## config.mk

```make
export PLATFORM = sky130hd
export DESIGN_NAME = food_rom_arbiter_flat
export DESIGN_NICKNAME = d
export VERILOG_FILES = /design/src/rtl/food_rom_arbiter_if.sv /design/src/rtl/food_rom_arbiter.sv /design/src/flat_wrapper.sv
export SDC_FILE = /design/constraint.sdc
export NUM_CORES = 1
export LEC_CHECK = 0
export BUFFER_PORTS_ARGS = -buffer_cell sky130_fd_sc_hd__clkbuf_2
export CAP_MARGIN = 20
export CORE_MARGIN = 5
export CORE_UTILIZATION = 25
export CTS_BUF_LIST = sky130_fd_sc_hd__clkbuf_16
export CTS_CLUSTER_DIAMETER = 40
export DETAILED_ROUTE_END_ITERATION = 7
export PLACE_DENSITY_LB_ADDON = 0.1
export SLEW_MARGIN = 20
export SYNTH_ARGS = -nofsm -noshare
export SYNTH_HDL_FRONTEND = slang
export SYNTH_SLANG_ARGS = --single-unit
export TNS_END_PERCENT = 30
```

## constraint.sdc

```tcl
create_clock -name i_clk -period 3.29 [get_ports i_clk]
set_input_delay 0.8225 -clock i_clk [delete_from_list [all_inputs] [get_ports i_clk]]
set_output_delay 0.8225 -clock i_clk [all_outputs]
set_load 0.01 [all_outputs]
```

## src/rtl/food_rom_arbiter_if.sv

```systemverilog
// Requester-side bundle for food_rom_arbiter: request/address in, grant and
// one-hot tagged ROM response out. "master" is the requester pool, "slave"
// is the arbiter.
interface food_rom_arbiter_if #(
    parameter int unsigned NUM_REQ    = 4,
    parameter int unsigned ADDR_WIDTH = 20,
    parameter int unsigned DATA_WIDTH = 12
);
    logic [NUM_REQ-1:0]            req;
    logic [NUM_REQ*ADDR_WIDTH-1:0] req_addr;
    logic [NUM_REQ-1:0]            gnt;
    logic [NUM_REQ-1:0]            rsp_valid;
    logic [DATA_WIDTH-1:0]         rsp_data;

    modport master (
        output req,
        output req_addr,
        input  gnt,
        input  rsp_valid,
        input  rsp_data
    );

    modport slave (
        input  req,
        input  req_addr,
        output gnt,
        output rsp_valid,
        output rsp_data
    );
endinterface

```

## src/rtl/food_rom_arbiter.sv

```systemverilog
// Round-robin arbiter sharing one registered-read sprite ROM port among
// NUM_REQ requesters. One grant per clock; the ROM word returns to its owner
// with a one-hot valid exactly two cycles after the grant.
// Optional contention counter enabled by `define FOOD_ROM_ARB_CONFLICT_CNT_EN;
// without it o_conflict_cnt is tied to zero.
module food_rom_arbiter #(
    parameter int unsigned NUM_REQ    = 4,
    parameter int unsigned ADDR_WIDTH = 20,
    parameter int unsigned DATA_WIDTH = 12
) (
    input  logic                   i_clk,
    input  logic                   i_reset,
    food_rom_arbiter_if.slave      req_bus,
    output logic [ADDR_WIDTH-1:0]  o_rom_addr,
    input  logic [DATA_WIDTH-1:0]  i_rom_data,
    output logic [15:0]            o_conflict_cnt
);

    localparam int unsigned TAG_WIDTH = (NUM_REQ > 1) ? $clog2(NUM_REQ) : 1;
    localparam logic [TAG_WIDTH-1:0] LAST_IDX  = TAG_WIDTH'(NUM_REQ - 1);
    // One extra bit so ptr + offset (< 2*NUM_REQ) cannot overflow before the wrap.
    localparam logic [TAG_WIDTH:0]   NUM_REQ_W = (TAG_WIDTH + 1)'(NUM_REQ);

    logic [TAG_WIDTH-1:0]  r_rr_ptr;
    logic [TAG_WIDTH-1:0]  w_rr_ptr_next;
    logic [TAG_WIDTH-1:0]  w_win;
    logic                  w_any;
    logic [NUM_REQ-1:0]    w_gnt;
    logic [ADDR_WIDTH-1:0] w_win_addr;
    logic [ADDR_WIDTH-1:0] r_rom_addr;
    logic                  r_s1_valid;
    logic [TAG_WIDTH-1:0]  r_s1_tag;
    logic                  r_s2_valid;
    logic [TAG_WIDTH-1:0]  r_s2_tag;
    logic [NUM_REQ-1:0]    w_rsp_valid;

    // Round-robin search starting at r_rr_ptr, wrapping modulo NUM_REQ.
    always_comb begin
        logic [TAG_WIDTH:0]   v_sum;
        logic [TAG_WIDTH-1:0] v_idx;
        w_any = 1'b0;
        w_win = '0;
        v_sum = '0;
        v_idx = '0;
        for (int unsigned k = 0; k < NUM_REQ; k++) begin
            v_sum = {1'b0, r_rr_ptr} + (TAG_WIDTH + 1)'(k);
            if (v_sum >= NUM_REQ_W) begin
                v_sum = v_sum - NUM_REQ_W;
            end
            v_idx = v_sum[TAG_WIDTH-1:0];
            if (!w_any && req_bus.req[v_idx]) begin
                w_any = 1'b1;
                w_win = v_idx;
            end
        end
        // Reset suppresses any grant, including a req rising in the same cycle.
        if (i_reset) begin
            w_any = 1'b0;
            w_win = '0;
        end
    end

    // Grant vector, winning address and next pointer derived from the winner.
    always_comb begin
        w_gnt         = w_any ? (NUM_REQ'(1) << w_win) : '0;
        w_win_addr    = req_bus.req_addr[32'(w_win) * ADDR_WIDTH +: ADDR_WIDTH];
        w_rr_ptr_next = r_rr_ptr;
        if (w_any) begin
            w_rr_ptr_next = (w_win == LAST_IDX) ? '0 : w_win + TAG_WIDTH'(1);
        end
    end

    // Pointer, ROM address and the two-stage valid/tag pipeline.
    always_ff @(posedge i_clk) begin
        if (i_reset) begin
            r_rr_ptr   <= '0;
            r_rom_addr <= '0;
            r_s1_valid <= 1'b0;
            r_s1_tag   <= '0;
            r_s2_valid <= 1'b0;
            r_s2_tag   <= '0;
        end else begin
            r_rr_ptr <= w_rr_ptr_next;
            // With no grant the ROM keeps reading the last address; only the valid clears.
            if (w_any) begin
                r_rom_addr <= w_win_addr;
            end
            r_s1_valid <= w_any;
            r_s1_tag   <= w_win;
            r_s2_valid <= r_s1_valid;
            r_s2_tag   <= r_s1_tag;
        end
    end

    // Decode the stage-2 tag into the owner's one-hot response valid.
    always_comb begin
        w_rsp_valid = '0;
        if (r_s2_valid) begin
            w_rsp_valid = NUM_REQ'(1) << r_s2_tag;
        end
    end

    assign req_bus.gnt       = w_gnt;
    assign req_bus.rsp_valid = w_rsp_valid;
    assign req_bus.rsp_data  = i_rom_data;
    assign o_rom_addr        = r_rom_addr;

`ifdef FOOD_ROM_ARB_CONFLICT_CNT_EN
    logic [15:0] r_conflict_cnt;
    logic        w_contention;

    // Two or more requesters means somebody is denied this cycle.
    assign w_contention = |(req_bus.req & (req_bus.req - NUM_REQ'(1)));

    // Saturating count of contended cycles.
    always_ff @(posedge i_clk) begin
        if (i_reset) begin
            r_conflict_cnt <= 16'h0000;
        end else if (w_contention && (r_conflict_cnt != 16'hFFFF)) begin
            r_conflict_cnt <= r_conflict_cnt + 16'd1;
        end
    end

    assign o_conflict_cnt = r_conflict_cnt;
`else
    assign o_conflict_cnt = 16'h0000;
`endif

endmodule

```

## src/flat_wrapper.sv

```systemverilog
// flat-port wrapper written by rule: the top's interface ports become plain ports
module food_rom_arbiter_flat 
#(
    parameter int unsigned NUM_REQ    = 4,
    parameter int unsigned ADDR_WIDTH = 20,
    parameter int unsigned DATA_WIDTH = 12
)
  (i_clk, i_reset, o_rom_addr, i_rom_data, o_conflict_cnt, req_bus_req, req_bus_req_addr, req_bus_gnt, req_bus_rsp_valid, req_bus_rsp_data);
  food_rom_arbiter_if #(.NUM_REQ(NUM_REQ), .ADDR_WIDTH(ADDR_WIDTH), .DATA_WIDTH(DATA_WIDTH)) req_bus_i ();
  input  logic i_clk;
  input  logic i_reset;
  output logic [ADDR_WIDTH-1:0] o_rom_addr;
  input  logic [DATA_WIDTH-1:0] i_rom_data;
  output logic [15:0] o_conflict_cnt;
  input wire logic [$bits(req_bus_i.req)-1:0] req_bus_req;
  input wire logic [$bits(req_bus_i.req_addr)-1:0] req_bus_req_addr;
  output wire logic [$bits(req_bus_i.gnt)-1:0] req_bus_gnt;
  output wire logic [$bits(req_bus_i.rsp_valid)-1:0] req_bus_rsp_valid;
  output wire logic [$bits(req_bus_i.rsp_data)-1:0] req_bus_rsp_data;
  assign req_bus_i.req = req_bus_req;
  assign req_bus_i.req_addr = req_bus_req_addr;
  assign req_bus_gnt = req_bus_i.gnt;
  assign req_bus_rsp_valid = req_bus_i.rsp_valid;
  assign req_bus_rsp_data = req_bus_i.rsp_data;
  food_rom_arbiter #(.NUM_REQ(NUM_REQ), .ADDR_WIDTH(ADDR_WIDTH), .DATA_WIDTH(DATA_WIDTH)) u_core (.i_clk(i_clk), .i_reset(i_reset), .req_bus(req_bus_i), .o_rom_addr(o_rom_addr), .i_rom_data(i_rom_data), .o_conflict_cnt(o_conflict_cnt));
endmodule
```

== After elaboration in Yosys (flattened, before gate mapping) ==
Index checks and enable logic that the tools add are counted.

* Memory bits (read-only): 0
* Memories: 0
* Input port bits: 98
* Memory bits (writable): 0
* Output and inout bits: 56
* Bits in registers: 28
* Bits in latches: 0
* Logic and storage cells: 58

* Shift operators: 3
* Equality and inequality tests: 1
* Muxes and demuxes: 25
* Add/sub/neg operators: 8
* Div/mod/pow operators: 0
* Multiply operators: 1
* Reduce and logical (&&, ||, !) cells: 6
* Bitwise gates (word level): 0
* $lt $le $gt $ge: 8

{| class="wikitable"
|+ Operators by type and width
! kind !! count
|-
| $shiftx 80x8->20 || 1
|-
| $mux 2 || 10
|-
| $lt 2x3->1 const B || 4
|-
| $ge 3x3->1 const B || 3
|-
| $mux 1 || 9
|-
| $bmux 1 s2 || 4
|-
| $mux 4 || 2
|-
| $shl 1x2->4 const A || 2
|-
| $sub 2x1->2 const B || 4
|-
| $add 2x2->3 const B || 2
|-
| $mul 2x3->5 const B || 1
|-
| $add 2x1->3 const B || 1
|-
| $ge 2x3->1 const B || 1
|-
| $logic_and 1x1->1 || 3
|-
| $logic_not 1->1 || 3
|-
| $add 2x1->2 const B || 1
|-
| $eq 2x2->1 const B || 1
|}

== Depth between registers and ports, before layout ==
* Depth in word-level cells: 17
* Gate-level depth with buffers: 10
* Mapped depth without buffers: 9

== Worst setup path before layout ==
No wires, ideal clock.

* Path kind: input-to-output
* Start: input port req_bus_req[1]
* End: output port req_bus_gnt[3]
* Cell stages on the path: 6
* Path buffers: 1
* Setup slack: 0.248 ns
* Data arrival time: 2.219 ns
* Required time: 2.467 ns
* Path through: nor4_4 -> a211o_1 -> clkbuf_1 -> nor3_1 -> ha_1 -> and2_1

* Cells in the longest elaborated chain, start to end: 15
* Elaborated cells on any way between the ends: 26
* Those cells by class: shift (1); mux (19); reduce/logical (6)

{| class="wikitable"
|+ Ends and longest elaborated chain
! element !! line !! RTL
|-
| start, declared || flat_wrapper.sv:15 || <nowiki>input wire logic [$bits(req_bus_i.req)-1:0] req_bus_req;</nowiki>
|-
| $bmux 1 s2 || food_rom_arbiter.sv:51 || <nowiki>if (!w_any && req_bus.req[v_idx]) begin</nowiki>
|-
| $mux 1 (not written as such) || food_rom_arbiter.sv:51 ||
|-
| $mux 1 || food_rom_arbiter.sv:51 ||
|-
| $logic_not 1->1 || food_rom_arbiter.sv:51 ||
|-
| $logic_and 1x1->1 || food_rom_arbiter.sv:51 ||
|-
| $mux 1 || food_rom_arbiter.sv:51 ||
|-
| $logic_not 1->1 || food_rom_arbiter.sv:51 ||
|-
| $logic_and 1x1->1 || food_rom_arbiter.sv:51 ||
|-
| $mux 1 || food_rom_arbiter.sv:51 ||
|-
| $logic_not 1->1 || food_rom_arbiter.sv:51 ||
|-
| $logic_and 1x1->1 || food_rom_arbiter.sv:51 ||
|-
| $mux 2 || food_rom_arbiter.sv:51 ||
|-
| $mux 2 || food_rom_arbiter.sv:57 || <nowiki>if (i_reset) begin</nowiki>
|-
| $shl 1x2->4 || food_rom_arbiter.sv:65 || <nowiki>w_gnt = w_any ? (NUM_REQ'(1) << w_win) : '0;</nowiki>
|-
| $mux 4 * || food_rom_arbiter.sv:65 ||
|-
| end, declared || flat_wrapper.sv:17 || <nowiki>output wire logic [$bits(req_bus_i.gnt)-1:0] req_bus_gnt;</nowiki>
|}

Every way passes the cells marked *; elsewhere a longest branch is shown, timed or not. The select of a mux whose other input is x is not followed.

== Worst setup path after layout ==
* Start: input port req_bus_req[0]
* End: output port req_bus_gnt[3]

* Cells in the longest elaborated chain, start to end: 15
* Elaborated cells on any way between the ends: 26
* Those cells by class: shift (1); mux (19); reduce/logical (6)

{| class="wikitable"
|+ Ends and longest elaborated chain
! element !! line !! RTL
|-
| $bmux 1 s2 || food_rom_arbiter.sv:51 ||
|-
| $mux 1 (not written as such) || food_rom_arbiter.sv:51 ||
|-
| $mux 1 || food_rom_arbiter.sv:51 ||
|-
| $logic_not 1->1 || food_rom_arbiter.sv:51 ||
|-
| $logic_and 1x1->1 || food_rom_arbiter.sv:51 ||
|-
| $mux 1 || food_rom_arbiter.sv:51 ||
|-
| $logic_not 1->1 || food_rom_arbiter.sv:51 ||
|-
| $logic_and 1x1->1 || food_rom_arbiter.sv:51 ||
|-
| $mux 1 || food_rom_arbiter.sv:51 ||
|-
| $logic_not 1->1 || food_rom_arbiter.sv:51 ||
|-
| $logic_and 1x1->1 || food_rom_arbiter.sv:51 ||
|-
| $mux 2 * || food_rom_arbiter.sv:51 ||
|-
| $mux 2 * || food_rom_arbiter.sv:57 ||
|-
| net u_core.w_win[1] || food_rom_arbiter.sv:26 || <nowiki>logic [TAG_WIDTH-1:0] w_win;</nowiki>
|-
| $shl 1x2->4 * || food_rom_arbiter.sv:65 ||
|-
| $mux 4 * || food_rom_arbiter.sv:65 ||
|}

Mark *: on every way through the listed nets, which the timed path passes. The rest lies on a longest branch. The select of a mux whose other input is x is not followed.

==> results.py <==
metrics = {
    "timing": {
        "setup_viol": 0,
        "setup_tns_ps": 0,
        "worst_slack_ps": 65.4,
        "rsz0062_at_grt": "no",
        "finalHoldViolCount": 0,
        "drv_slew": 0,
        "timing.slew.headroom": 0.332,
        "worst_slew_pin_slew_ps": 1000,
        "fin_crit_sh": 0.980,
        "skew_ps": 3.63,
        "period_minus_slack_ps": 3220,
        "max_freq_mhz": 310,
    },
    "worst_setup_path": {
        "crit_path_end_kind": "primary output",
        "crit_type": "in2out",
        "cp-start-kind": "input pin",
        "path_max_fanout": 7,
        "cpPeakStageDelay_ps": 400,
        "cp_cell_sequence": "clkbuf_4, a21oi_1, or3b_4, and3_1, nand2b_1, inv_1, ha_1, and2_1, clkbuf_2",
        "critical_path_arrival_ps": 2400,
        "cp.required_ps": 2470,
        "crit_path_top_delay_cell": "or3b_4",
    },
    "final_layout": {
        "final_cell_area_sq_mm": 0.00285,
        "areaGrowthSynthToFinish_pct": 30.9,
        "layout-drive-gt1-share": 0.429,
        "antenna_cells": 0,
        "num-nets-final": 457,
    },
    "placement": {
        "dpl-instance-area_sq_mm": 0.00276,
        "place_ws_ps": 53.1,
        "place_congestion": 0.778,
        "portBuffers": 113,
        "hpwl_mm": 5.68,
    },
    "power": {
        "max-vdd-ir-drop_mv": 0.160,
        "p_per_area_mw_per_mm2": 394,
        "p_leak_nw": 1.37,
    },
    "cts": {
        "post_cts_buffers": 0,
        "clk_pin_slew_ps": 70,
        "root_buffer": "clkbuf_16",
        "htree_num_levels": 1,
        "cts_tree": "built",
        "cts_num_sinks": 28,
        "clockBufferDepth": 2,
        "cts_buffers": 3,
        "clkLatencyLatePin_ps": 260,
    },
    "global_route": {
        "grt_pass1_wl_mm": 10.8,
        "grt_pass1_vias": 2120,
        "globalRouteTotalUtil": 0.129,
        "antenna_found_initial": 0,
        "overflow": 0,
        "grt_start_max_net_pins": 23,
    },
    "floorplan": {
        "dieArea_sq_mm": 0.0107,
        "initial_core_util": 0.253,
        "coreArea_sq_mm": 0.00859,
        "row_count": 34,
        "die_h_microns": 103,
        "die_w_microns": 103,
        "io_pins": 154,
    },
    "routing": {
        "drc_errors": 0,
        "wl_per_cell_microns": 15.8,
        "drt-total-wl_mm": 7.29,
        "vias": 2139,
        "first_iter_violations": 22,
        "drtAntennaViolNets": 0,
        "avgViaCountPerCell": 4.63,
        "dr.pass1.iters": 4,
    },
    "synth": {
        "ys_seq_elements": 28,
        "yosysWarnings": 0,
        "netlist_area_sq_mm": 0.00218,
        "synth.avg_cell_area_sq_um": 8.63,
        "synth_cell_types": 41,
        "ys.flop_type": "dfxtp_1",
        "synthCells": 252,
        "ys_seq_area_frac": 0.258,
        "synth_edf_count": 0,
        "async_reset_ff_frac": 0,
    },
    "status": {
        "status": "finished, final reports clean",
    },
    "hold_path": {
        "hp-class": "reg2reg",
    },
    "run": {
        "maxCapViolCount": 0,
    },
}
[Yosys cell counts (all sizes together) (2+ instances only)]
| library cell | n | area [sq um] |
|---|---|---|
| buf | 36 | 268 |
| dfxtp | 28 | 561 |
| nand2 | 23 | 86.3 |
| o21ai | 20 | 138 |
| mux2i | 19 | 190 |
| and4 | 18 | 158 |
| o211ai | 18 | 135 |
| o31a | 18 | 158 |
| clkbuf | 12 | 45.0 |
| nor2b | 8 | 50.1 |
| and2 | 6 | 37.5 |
| inv | 5 | 18.8 |
| nor2 | 5 | 18.8 |
| ha | 4 | 50.1 |
| a311oi | 3 | 43.8 |
| nor3 | 3 | 15.0 |
| a2111oi | 2 | 17.5 |
| a21oi | 2 | 10.0 |
| a31oi | 2 | 12.5 |
| and3 | 2 | 12.5 |
| o21bai | 2 | 15.0 |
| o31ai | 2 | 15.0 |
| or3 | 2 | 12.5 |
[state kept, by name, summed over array words and instances (netlist names)]
name               cells
u_core.o_rom_addr     20
u_core.r_rr_ptr        2
u_core.r_s1_tag        2
u_core.r_s1_valid      1
u_core.r_s2_tag        2
u_core.r_s2_valid      1
[per-layer routing]
layer / global-route usage / wire length (microns) / vias up
li1: - / - / 1089
met1: 0.165 / 3150 / 982
met2: 0.226 / 3530 / 66
met3: 0.0309 / 574 / 2
met4: 0.0189 / 30 / 0
met5: 0 / 0 / -
[layout make-up]
| cell class | instances | area [sq um] |
|---|---|---|
| sequential | 28 | 561 |
| multi-input combinational | 186 | 1350 |
| inverter | 5 | 18.8 |
| fill | 957 | 5750 |
| timing repair buffer | 131 | 707 |
| clock buffer | 3 | 75.1 |
| tap | 108 | 135 |
| clock inverter | 1 | 3.75 |
[stage by stage]
stage / utilization / hold slack, ps / cells / total power [mW]
3_3_place_gp: 0.321 / 433 / 458 / 0.844
3_5_place_dp: 0.321 / 439 / 458 / 0.847
2_1_floorplan: - / 414 / 267 / 0.703
5_1_grt: 0.331 / 469 / 462 / 1.20
4_1_cts: 0.330 / 456 / 462 / 1.15
6_report: 0.331 / 443 / 462 / 1.12
[where the power goes]
part           internal, mW  leakage, nW  switching [mW]
clock network         0.163       0.0385           0.124
registers             0.385        0.232          0.0266
logic                 0.195         1.10           0.227
total                 0.744         1.37           0.378
[cell families after synthesis]
kind of cell / after synthesis / share of synthesized area
other: 1 / 0.00172
AO/OA/AOI/OAI: 73 / 0.268
multiplexers: 19 / 0.0874
adder cells (fa/ha/maj): 4 / 0.0230
flip-flops: 28 / 0.258
AND/OR/NAND/NOR: 74 / 0.210
buffers and inverters: 53 / 0.152
[worst max-delay path: cells and delay by family]
family | cells | cell delay [ps]
AND/OR/NAND/NOR | 4 | 880
buffers and inverters | 3 | 370
adder cells (fa/ha/maj) | 1 | 240
AO/OA/AOI/OAI | 1 | 80
[worst paths after layout]
check,startpoint,endpoint,slack (ps),cells after the start
worst max-delay path,req_bus_req[0],req_bus_gnt[3],70,9
worst min-delay path,u_core.r_s1_valid,u_core.r_s2_valid,440,1
worst max register to register,u_core.r_rr_ptr[1],u_core.r_rr_ptr[0],1090,8
worst min register to register,u_core.r_s1_valid,u_core.r_s2_valid,440,1
[placed cells by master (no fill, tap or decap), drive strengths merged, types with 3 or more instances in the layout]
cell type  count
a311oi         3
and2           6
and4          18
buf           18
clkbuf       116
conb          16
dfxtp         28
ha             4
inv            5
mux2i         19
nand2         23
nor2           5
nor2b          8
nor3           3
o211ai        18
o21ai         20
o31a          18
[repair_timing]
item / CTS / global route
setup endpoints to repair: 0 / 3
gates resized for setup: 0 / 4
hold buffers: 0 / 0
(Power assumes the default switching activity.)
